$ cat config.mk
export PLATFORM = sky130hd
export DESIGN_NAME = sram_axi_bridge
export DESIGN_NICKNAME = d
export VERILOG_FILES = /design/src/rtl/bridge_pkg.sv /design/src/rtl/sram_axi_wr.sv /design/src/rtl/sram_axi_bridge.sv
export SDC_FILE = /design/constraint.sdc
export NUM_CORES = 1
export LEC_CHECK = 0
export ABC_AREA = 1
export BUFFER_PORTS_ARGS = -buffer_cell sky130_fd_sc_hd__buf_2
export CAP_MARGIN = 15
export CORE_AREA = 2 2 162 164
export DETAILED_ROUTE_END_ITERATION = 8
export DIE_AREA = 0 0 164 166
export GPL_TIMING_DRIVEN = 0
export HOLD_SLACK_MARGIN = 0.08
export PLACE_DENSITY = 0.58
export SLEW_MARGIN = 20
export SYNTH_ARGS = -nofsm -noshare
export SYNTH_HDL_FRONTEND = slang
export SYNTH_HIERARCHICAL = 1
export SYNTH_SLANG_ARGS = --single-unit
$ cat constraint.sdc
create_clock -name clk -period 7 [get_ports clk]
set_input_delay 2.1 -clock clk [delete_from_list [all_inputs] [get_ports clk]]
set_output_delay 2.1 -clock clk [all_outputs]
set_load 0.02 [all_outputs]
$ cat src/rtl/bridge_pkg.sv
// Shared encodings and constants for the SRAM-to-AXI3 bridge.
package bridge_pkg;

    typedef enum logic [1:0] {
        R_IDLE = 2'd0,
        R_AR   = 2'd1,
        R_R    = 2'd2
    } rd_state_e;

    typedef enum logic [1:0] {
        W_IDLE = 2'd0,
        W_AW   = 2'd1,
        W_B    = 2'd2
    } wr_state_e;

    localparam logic [3:0] ID_INST    = 4'd0;
    localparam logic [3:0] ID_DATA    = 4'd1;
    localparam logic [1:0] BURST_INCR = 2'b01;

    // SRAM size (bytes = 2**size, at most 4) widened to the AXI3 size field.
    function automatic logic [2:0] axi_size(input logic [1:0] size);
        return {1'b0, size};
    endfunction

endpackage

$ cat src/rtl/sram_axi_wr.sv
// Write path of the bridge: one outstanding single-beat AXI3 write.
// AW and W are issued together; each valid drops on its own handshake.
module sram_axi_wr
    import bridge_pkg::*;
(
    input  logic        clk,
    input  logic        resetn,
    input  logic        i_accept,
    input  logic [31:0] i_addr,
    input  logic [1:0]  i_size,
    input  logic [3:0]  i_wstrb,
    input  logic [31:0] i_wdata,
    output logic        o_idle,
    output logic        o_data_ok,
    output logic [31:0] o_awaddr,
    output logic [2:0]  o_awsize,
    output logic        o_awvalid,
    input  logic        i_awready,
    output logic [31:0] o_wdata,
    output logic [3:0]  o_wstrb,
    output logic        o_wvalid,
    input  logic        i_wready,
    input  logic        i_bvalid,
    output logic        o_bready
);

    wr_state_e   r_state;
    logic        r_aw_done;
    logic        r_w_done;
    logic        r_awvalid;
    logic        r_wvalid;
    logic        r_bready;
    logic [31:0] r_addr;
    logic [1:0]  r_size;
    logic [3:0]  r_wstrb;
    logic [31:0] r_wdata;

    logic        w_aw_fin;
    logic        w_w_fin;

    // A channel counts as finished if it handshook earlier or is handshaking now.
    assign w_aw_fin = r_aw_done | (r_awvalid & i_awready);
    assign w_w_fin  = r_w_done | (r_wvalid & i_wready);

    // Write FSM: latch request, drive AW/W until both handshake, then wait for B.
    always_ff @(posedge clk or negedge resetn) begin
        if (!resetn) begin
            r_state   <= W_IDLE;
            r_aw_done <= 1'b0;
            r_w_done  <= 1'b0;
            r_awvalid <= 1'b0;
            r_wvalid  <= 1'b0;
            r_bready  <= 1'b0;
            r_addr    <= 32'd0;
            r_size    <= 2'd0;
            r_wstrb   <= 4'd0;
            r_wdata   <= 32'd0;
        end else begin
            unique case (r_state)
                W_IDLE: begin
                    if (i_accept) begin
                        r_addr    <= i_addr;
                        r_size    <= i_size;
                        r_wstrb   <= i_wstrb;
                        r_wdata   <= i_wdata;
                        r_awvalid <= 1'b1;
                        r_wvalid  <= 1'b1;
                        r_aw_done <= 1'b0;
                        r_w_done  <= 1'b0;
                        r_state   <= W_AW;
                    end
                end
                W_AW: begin
                    if (r_awvalid && i_awready) begin
                        r_awvalid <= 1'b0;
                        r_aw_done <= 1'b1;
                    end
                    if (r_wvalid && i_wready) begin
                        r_wvalid <= 1'b0;
                        r_w_done <= 1'b1;
                    end
                    if (w_aw_fin && w_w_fin) begin
                        r_bready <= 1'b1;
                        r_state  <= W_B;
                    end
                end
                W_B: begin
                    if (i_bvalid) begin
                        r_bready <= 1'b0;
                        r_state  <= W_IDLE;
                    end
                end
                default: r_state <= W_IDLE;
            endcase
        end
    end

    assign o_idle    = (r_state == W_IDLE);
    assign o_data_ok = r_bready & i_bvalid;
    assign o_awaddr  = r_addr;
    assign o_awsize  = axi_size(r_size);
    assign o_awvalid = r_awvalid;
    assign o_wdata   = r_wdata;
    assign o_wstrb   = r_wstrb;
    assign o_wvalid  = r_wvalid;
    assign o_bready  = r_bready;

endmodule

$ cat src/rtl/sram_axi_bridge.sv
// Bridges the core's instruction and data SRAM-like ports onto one AXI3 master.
// One read and one write may be outstanding; data reads beat instruction reads.
module sram_axi_bridge
    import bridge_pkg::*;
(
    input  logic        clk,
    input  logic        resetn,

    input  logic        inst_sram_req,
    input  logic        inst_sram_wr,
    input  logic [1:0]  inst_sram_size,
    input  logic [3:0]  inst_sram_wstrb,
    input  logic [31:0] inst_sram_addr,
    input  logic [31:0] inst_sram_wdata,
    output logic        inst_sram_addr_ok,
    output logic        inst_sram_data_ok,
    output logic [31:0] inst_sram_rdata,

    input  logic        data_sram_req,
    input  logic        data_sram_wr,
    input  logic [1:0]  data_sram_size,
    input  logic [3:0]  data_sram_wstrb,
    input  logic [31:0] data_sram_addr,
    input  logic [31:0] data_sram_wdata,
    output logic        data_sram_addr_ok,
    output logic        data_sram_data_ok,
    output logic [31:0] data_sram_rdata,

    output logic [3:0]  arid,
    output logic [31:0] araddr,
    output logic [3:0]  arlen,
    output logic [2:0]  arsize,
    output logic [1:0]  arburst,
    output logic [1:0]  arlock,
    output logic [3:0]  arcache,
    output logic [2:0]  arprot,
    output logic        arvalid,
    input  logic        arready,

    input  logic [3:0]  rid,
    input  logic [31:0] rdata,
    input  logic [1:0]  rresp,
    input  logic        rlast,
    input  logic        rvalid,
    output logic        rready,

    output logic [3:0]  awid,
    output logic [31:0] awaddr,
    output logic [3:0]  awlen,
    output logic [2:0]  awsize,
    output logic [1:0]  awburst,
    output logic [1:0]  awlock,
    output logic [3:0]  awcache,
    output logic [2:0]  awprot,
    output logic        awvalid,
    input  logic        awready,

    output logic [3:0]  wid,
    output logic [31:0] wdata,
    output logic [3:0]  wstrb,
    output logic        wlast,
    output logic        wvalid,
    input  logic        wready,

    input  logic [3:0]  bid,
    input  logic [1:0]  bresp,
    input  logic        bvalid,
    output logic        bready
);

    rd_state_e   r_rstate;
    logic [31:0] r_raddr;
    logic [1:0]  r_rsize;
    logic [3:0]  r_rid;
    logic        r_arvalid;
    logic        r_rready;

    logic        w_wr_idle;
    logic        w_wr_data_ok;
    logic        w_rd_idle;
    logic        w_data_rd;
    logic        w_rd_data;
    logic        w_rd_inst;
    logic        w_rd_accept;
    logic        w_wr_accept;
    logic        w_r_fire;
    logic        w_unused;

    assign w_rd_idle = (r_rstate == R_IDLE);
    assign w_data_rd = data_sram_req & ~data_sram_wr;

    // Reads wait for an idle write path to avoid read-after-write hazards.
    assign w_rd_data   = w_rd_idle & w_wr_idle & w_data_rd;
    assign w_rd_inst   = w_rd_idle & w_wr_idle & inst_sram_req & ~w_data_rd;
    assign w_rd_accept = w_rd_data | w_rd_inst;

    // A write may overlap only an instruction read. An instruction read being
    // accepted this cycle goes first so the two addr_ok strobes never coincide.
    assign w_wr_accept = data_sram_req & data_sram_wr & w_wr_idle & ~w_rd_inst &
                         (w_rd_idle | (r_rid == ID_INST));

    assign w_r_fire = r_rready & rvalid;

    // Read FSM: latch the winning request, issue AR, then wait for R.
    always_ff @(posedge clk or negedge resetn) begin
        if (!resetn) begin
            r_rstate  <= R_IDLE;
            r_raddr   <= 32'd0;
            r_rsize   <= 2'd0;
            r_rid     <= 4'd0;
            r_arvalid <= 1'b0;
            r_rready  <= 1'b0;
        end else begin
            unique case (r_rstate)
                R_IDLE: begin
                    if (w_rd_accept) begin
                        r_raddr   <= w_rd_data ? data_sram_addr : inst_sram_addr;
                        r_rsize   <= w_rd_data ? data_sram_size : inst_sram_size;
                        r_rid     <= w_rd_data ? ID_DATA : ID_INST;
                        r_arvalid <= 1'b1;
                        r_rstate  <= R_AR;
                    end
                end
                R_AR: begin
                    if (arready) begin
                        r_arvalid <= 1'b0;
                        r_rready  <= 1'b1;
                        r_rstate  <= R_R;
                    end
                end
                R_R: begin
                    if (rvalid) begin
                        r_rready <= 1'b0;
                        r_rstate <= R_IDLE;
                    end
                end
                default: r_rstate <= R_IDLE;
            endcase
        end
    end

    sram_axi_wr u_wr (
        .clk       (clk),
        .resetn    (resetn),
        .i_accept  (w_wr_accept),
        .i_addr    (data_sram_addr),
        .i_size    (data_sram_size),
        .i_wstrb   (data_sram_wstrb),
        .i_wdata   (data_sram_wdata),
        .o_idle    (w_wr_idle),
        .o_data_ok (w_wr_data_ok),
        .o_awaddr  (awaddr),
        .o_awsize  (awsize),
        .o_awvalid (awvalid),
        .i_awready (awready),
        .o_wdata   (wdata),
        .o_wstrb   (wstrb),
        .o_wvalid  (wvalid),
        .i_wready  (wready),
        .i_bvalid  (bvalid),
        .o_bready  (bready)
    );

    assign inst_sram_addr_ok = w_rd_inst;
    assign data_sram_addr_ok = w_rd_data | w_wr_accept;

    // rid[0] routes the returning beat; a write response can only be for data.
    assign inst_sram_data_ok = w_r_fire & ~rid[0];
    assign data_sram_data_ok = (w_r_fire & rid[0]) | w_wr_data_ok;
    assign inst_sram_rdata   = rdata;
    assign data_sram_rdata   = rdata;

    assign arid    = r_rid;
    assign araddr  = r_raddr;
    assign arlen   = 4'd0;
    assign arsize  = axi_size(r_rsize);
    assign arburst = BURST_INCR;
    assign arlock  = 2'd0;
    assign arcache = 4'd0;
    assign arprot  = 3'd0;
    assign arvalid = r_arvalid;
    assign rready  = r_rready;

    assign awid    = ID_DATA;
    assign awlen   = 4'd0;
    assign awburst = BURST_INCR;
    assign awlock  = 2'd0;
    assign awcache = 4'd0;
    assign awprot  = 3'd0;

    assign wid   = ID_DATA;
    assign wlast = 1'b1;

    // Inputs the bridge deliberately ignores.
    assign w_unused = ^{inst_sram_wr, inst_sram_wstrb, inst_sram_wdata, rresp, rlast,
                        rid[3:1], bid, bresp};

endmodule

==> results.cfg <==
[run_status]
status = complete, no violations

[detailed_routing]
firstDrtPassIters = 4
drc_errors = 0
vias = 5833
viasPerCell = 4.04
drt-total-wl_mm = 21.0
drtAntennaViolNets = 0
drt_iter0_markers = 294
wl_per_cell_um = 14.6

[cts]
cts_resized = 0
h-tree-depth = 4
insertion_delay_ns = 0.41
cts_hold_buf = 0
numCtsBuffers = 17
cts.sinks = 116
clk_path_buf_depth = 2
cts_tree = built
post_cts.repair.setup_buffers = 0
cts.clk_slew.worst_paths_ns = 0.05
root_buffer = clkbuf_16

[timing]
worst_pin_slew_ns = 0.628
fin_hold_ws_ns = 0.465
fmax_mhz = 180
setup_ws_ns = 1.44
period_needed_ns = 5.56
timing.slew.headroom = 0.582
setup_tns_ns = 0
hold_viol = 0
setup_viol = 0
period_share = 0.795
slew_violations = 0
rsz0062_at_grt = false
skew_ns = 0.0103

[synth]
synth_top_area_cell = dfrtp_1
synth_cells = 743
synth_fa_ha_area_frac = 0
synth_top_family_by_area = simple AND/OR/NAND/NOR gates
muxShareOfSynthArea = 0
synth_seq_cells = 116
synth_top_cell_area_share = 0.489
netlist_area_sq_um = 5930
yosysWarnings = 6
synth.avg_cell_area_sq_um = 7.98
synth-xor-area-share = 0
yosysSeqAreaShare = 0.489
synth_compound_area_frac = 0.00865
synthDistinctLibCells = 21
yosys.area_share.simple = 0.326
synth.area.top_cells = dfrtp_1 (49%), nand2_1 (21%), buf_4 (14%), nand3_1 (6.3%), nand4_1 (3.6%)

[grt]
grt_pass1_vias = 5575
grt-ovfl-total = 0
antenna_found_initial = 0
grt_pass1_wl_mm = 31.7
grt_max_degree = 71
gr-usage-all-layers = 0.152

[floorplan]
rows = 59
fp.coreArea_sq_um = 25600
die_area_sq_um = 27200
initial_core_util = 0.232
fp.dieW_um = 164
die_h_um = 166
io_pins = 418

[final_layout]
final_area_sq_um = 8570
syn2layout_area_growth_pct = 44.5
drive_gt1_frac = 0.408
final_cell_mix = nand2_1 (334), buf_2 (301), dfrtp_1 (116)
fin_util = 0.334
nNetsFinal = 1292
diodes = 0
final_common_cell = nand2_1

[setup_path]
worstSetupStartpointType = input pin
r2r_setup_slack_ns = 3.69
crit_required_ns = 4.90
end_kind = primary output
critical_path_class = in2out
critPathArrivalTime_ns = 3.46
worstPathMaxFanout = 10

[place]
place_congestion = 0.793
dpl.hpwl_mm = 16.3
dp_slack_ns = 1.41
placed_area_sq_um = 8000
io_buffer_count = 292

[power]
ir_drop_mv = 0.182
powerDensity_nw_per_um2 = 442
leakagePower_nw = 5.05

[flow_run]
maxCapViolCount = 0

[worst_hold_path]
hp-class = reg2reg
## final cells by class
class / instances / area (sq um)
Timing Repair Buffer: 293 / 1500
Buffer: 150 / 996
Tap cell: 335 / 419
Clock inverter: 13 / 136
Multi-Input combinational cell: 508 / 2150
Clock buffer: 19 / 433
Sequential cell: 116 / 2900
Fill cell: 2765 / 17000
Inverter: 10 / 37.5
## state kept, by name (all words and copies together) (netlist names)
name / cells
araddr: 32
u_wr/o_awaddr: 32
u_wr/o_wdata: 32
u_wr/o_wstrb: 4
r_rsize: 2
r_rstate: 2
u_wr/r_size: 2
u_wr/r_state: 2
arid: 1
arvalid: 1
rready: 1
u_wr/o_awvalid: 1
u_wr/o_bready: 1
u_wr/o_wvalid: 1
u_wr/r_aw_done: 1
u_wr/r_w_done: 1
## per-stage QoR
step                cells  power, mW
floorplan             784       2.28
global placement     1411       2.94
detailed placement   1412       2.97
CTS                  1444       3.84
global route         1444       4.08
finish               1444       3.78
## logic make-up after synthesis
family          count (synthesis)
simple gates                  455
buf+inv                       160
compound gates                  9
flops                         116
other cells                     3
## critical path, cell delays in order
cell      delay, ns
buf_2          0.10
inv_1          0.06
nor2_4         0.28
nand3_4        0.24
clkbuf_1       0.33
o21ai_0        0.15
buf_2          0.20
## synthesized netlist by cell type
library cell and n:
o21ai_1 2, nand4_1 34, nand3_4 1, buf_1 3
inv_1 9, a31o_2 1, o21ai_0 5, buf_4 112
conb_1 3, inv_2 1, or2_2 1, o31ai_1 1
nor2_4 3, nand3b_1 1, clkbuf_1 25, buf_2 10
dfrtp_1 116, nand2_1 334, nand2_2 1, nand3_1 75
nor2_1 5
## report_power, final
| group | switching [mW] | internal [mW] | total [mW] |
|---|---|---|---|
| sequential | 0.167 | 0.984 | 1.15 |
| combinational | 1.24 | 0.543 | 1.78 |
| clock | 0.330 | 0.522 | 0.852 |
| total | 1.73 | 2.05 | 3.78 |
## metal layers
metal	GRT usage	vias to the layer above	routed length, um
met3	0.0432	19	1720
met4	0.0427	0	335
li1	-	2919	-
met5	0	-	0
met1	0.188	2653	8960
met2	0.258	242	10000
## path summary, 6_finish.rpt
path / start / cells after the start / endpoint
setup / recovery: data_sram_req / 7 / data_sram_addr_ok
hold / removal: u_wr/o_awaddr[0] / 2 / u_wr/o_awaddr[0]
setup reg to reg: u_wr/r_state[0] / 12 / u_wr/o_awaddr[25]
hold reg to reg: u_wr/o_awaddr[0] / 2 / u_wr/o_awaddr[0]
max in group asynchronous: resetn / 2 / araddr[25]
min in group asynchronous: resetn / 1 / u_wr/o_wdata[24]
Power figures use the tool's default switching activity.
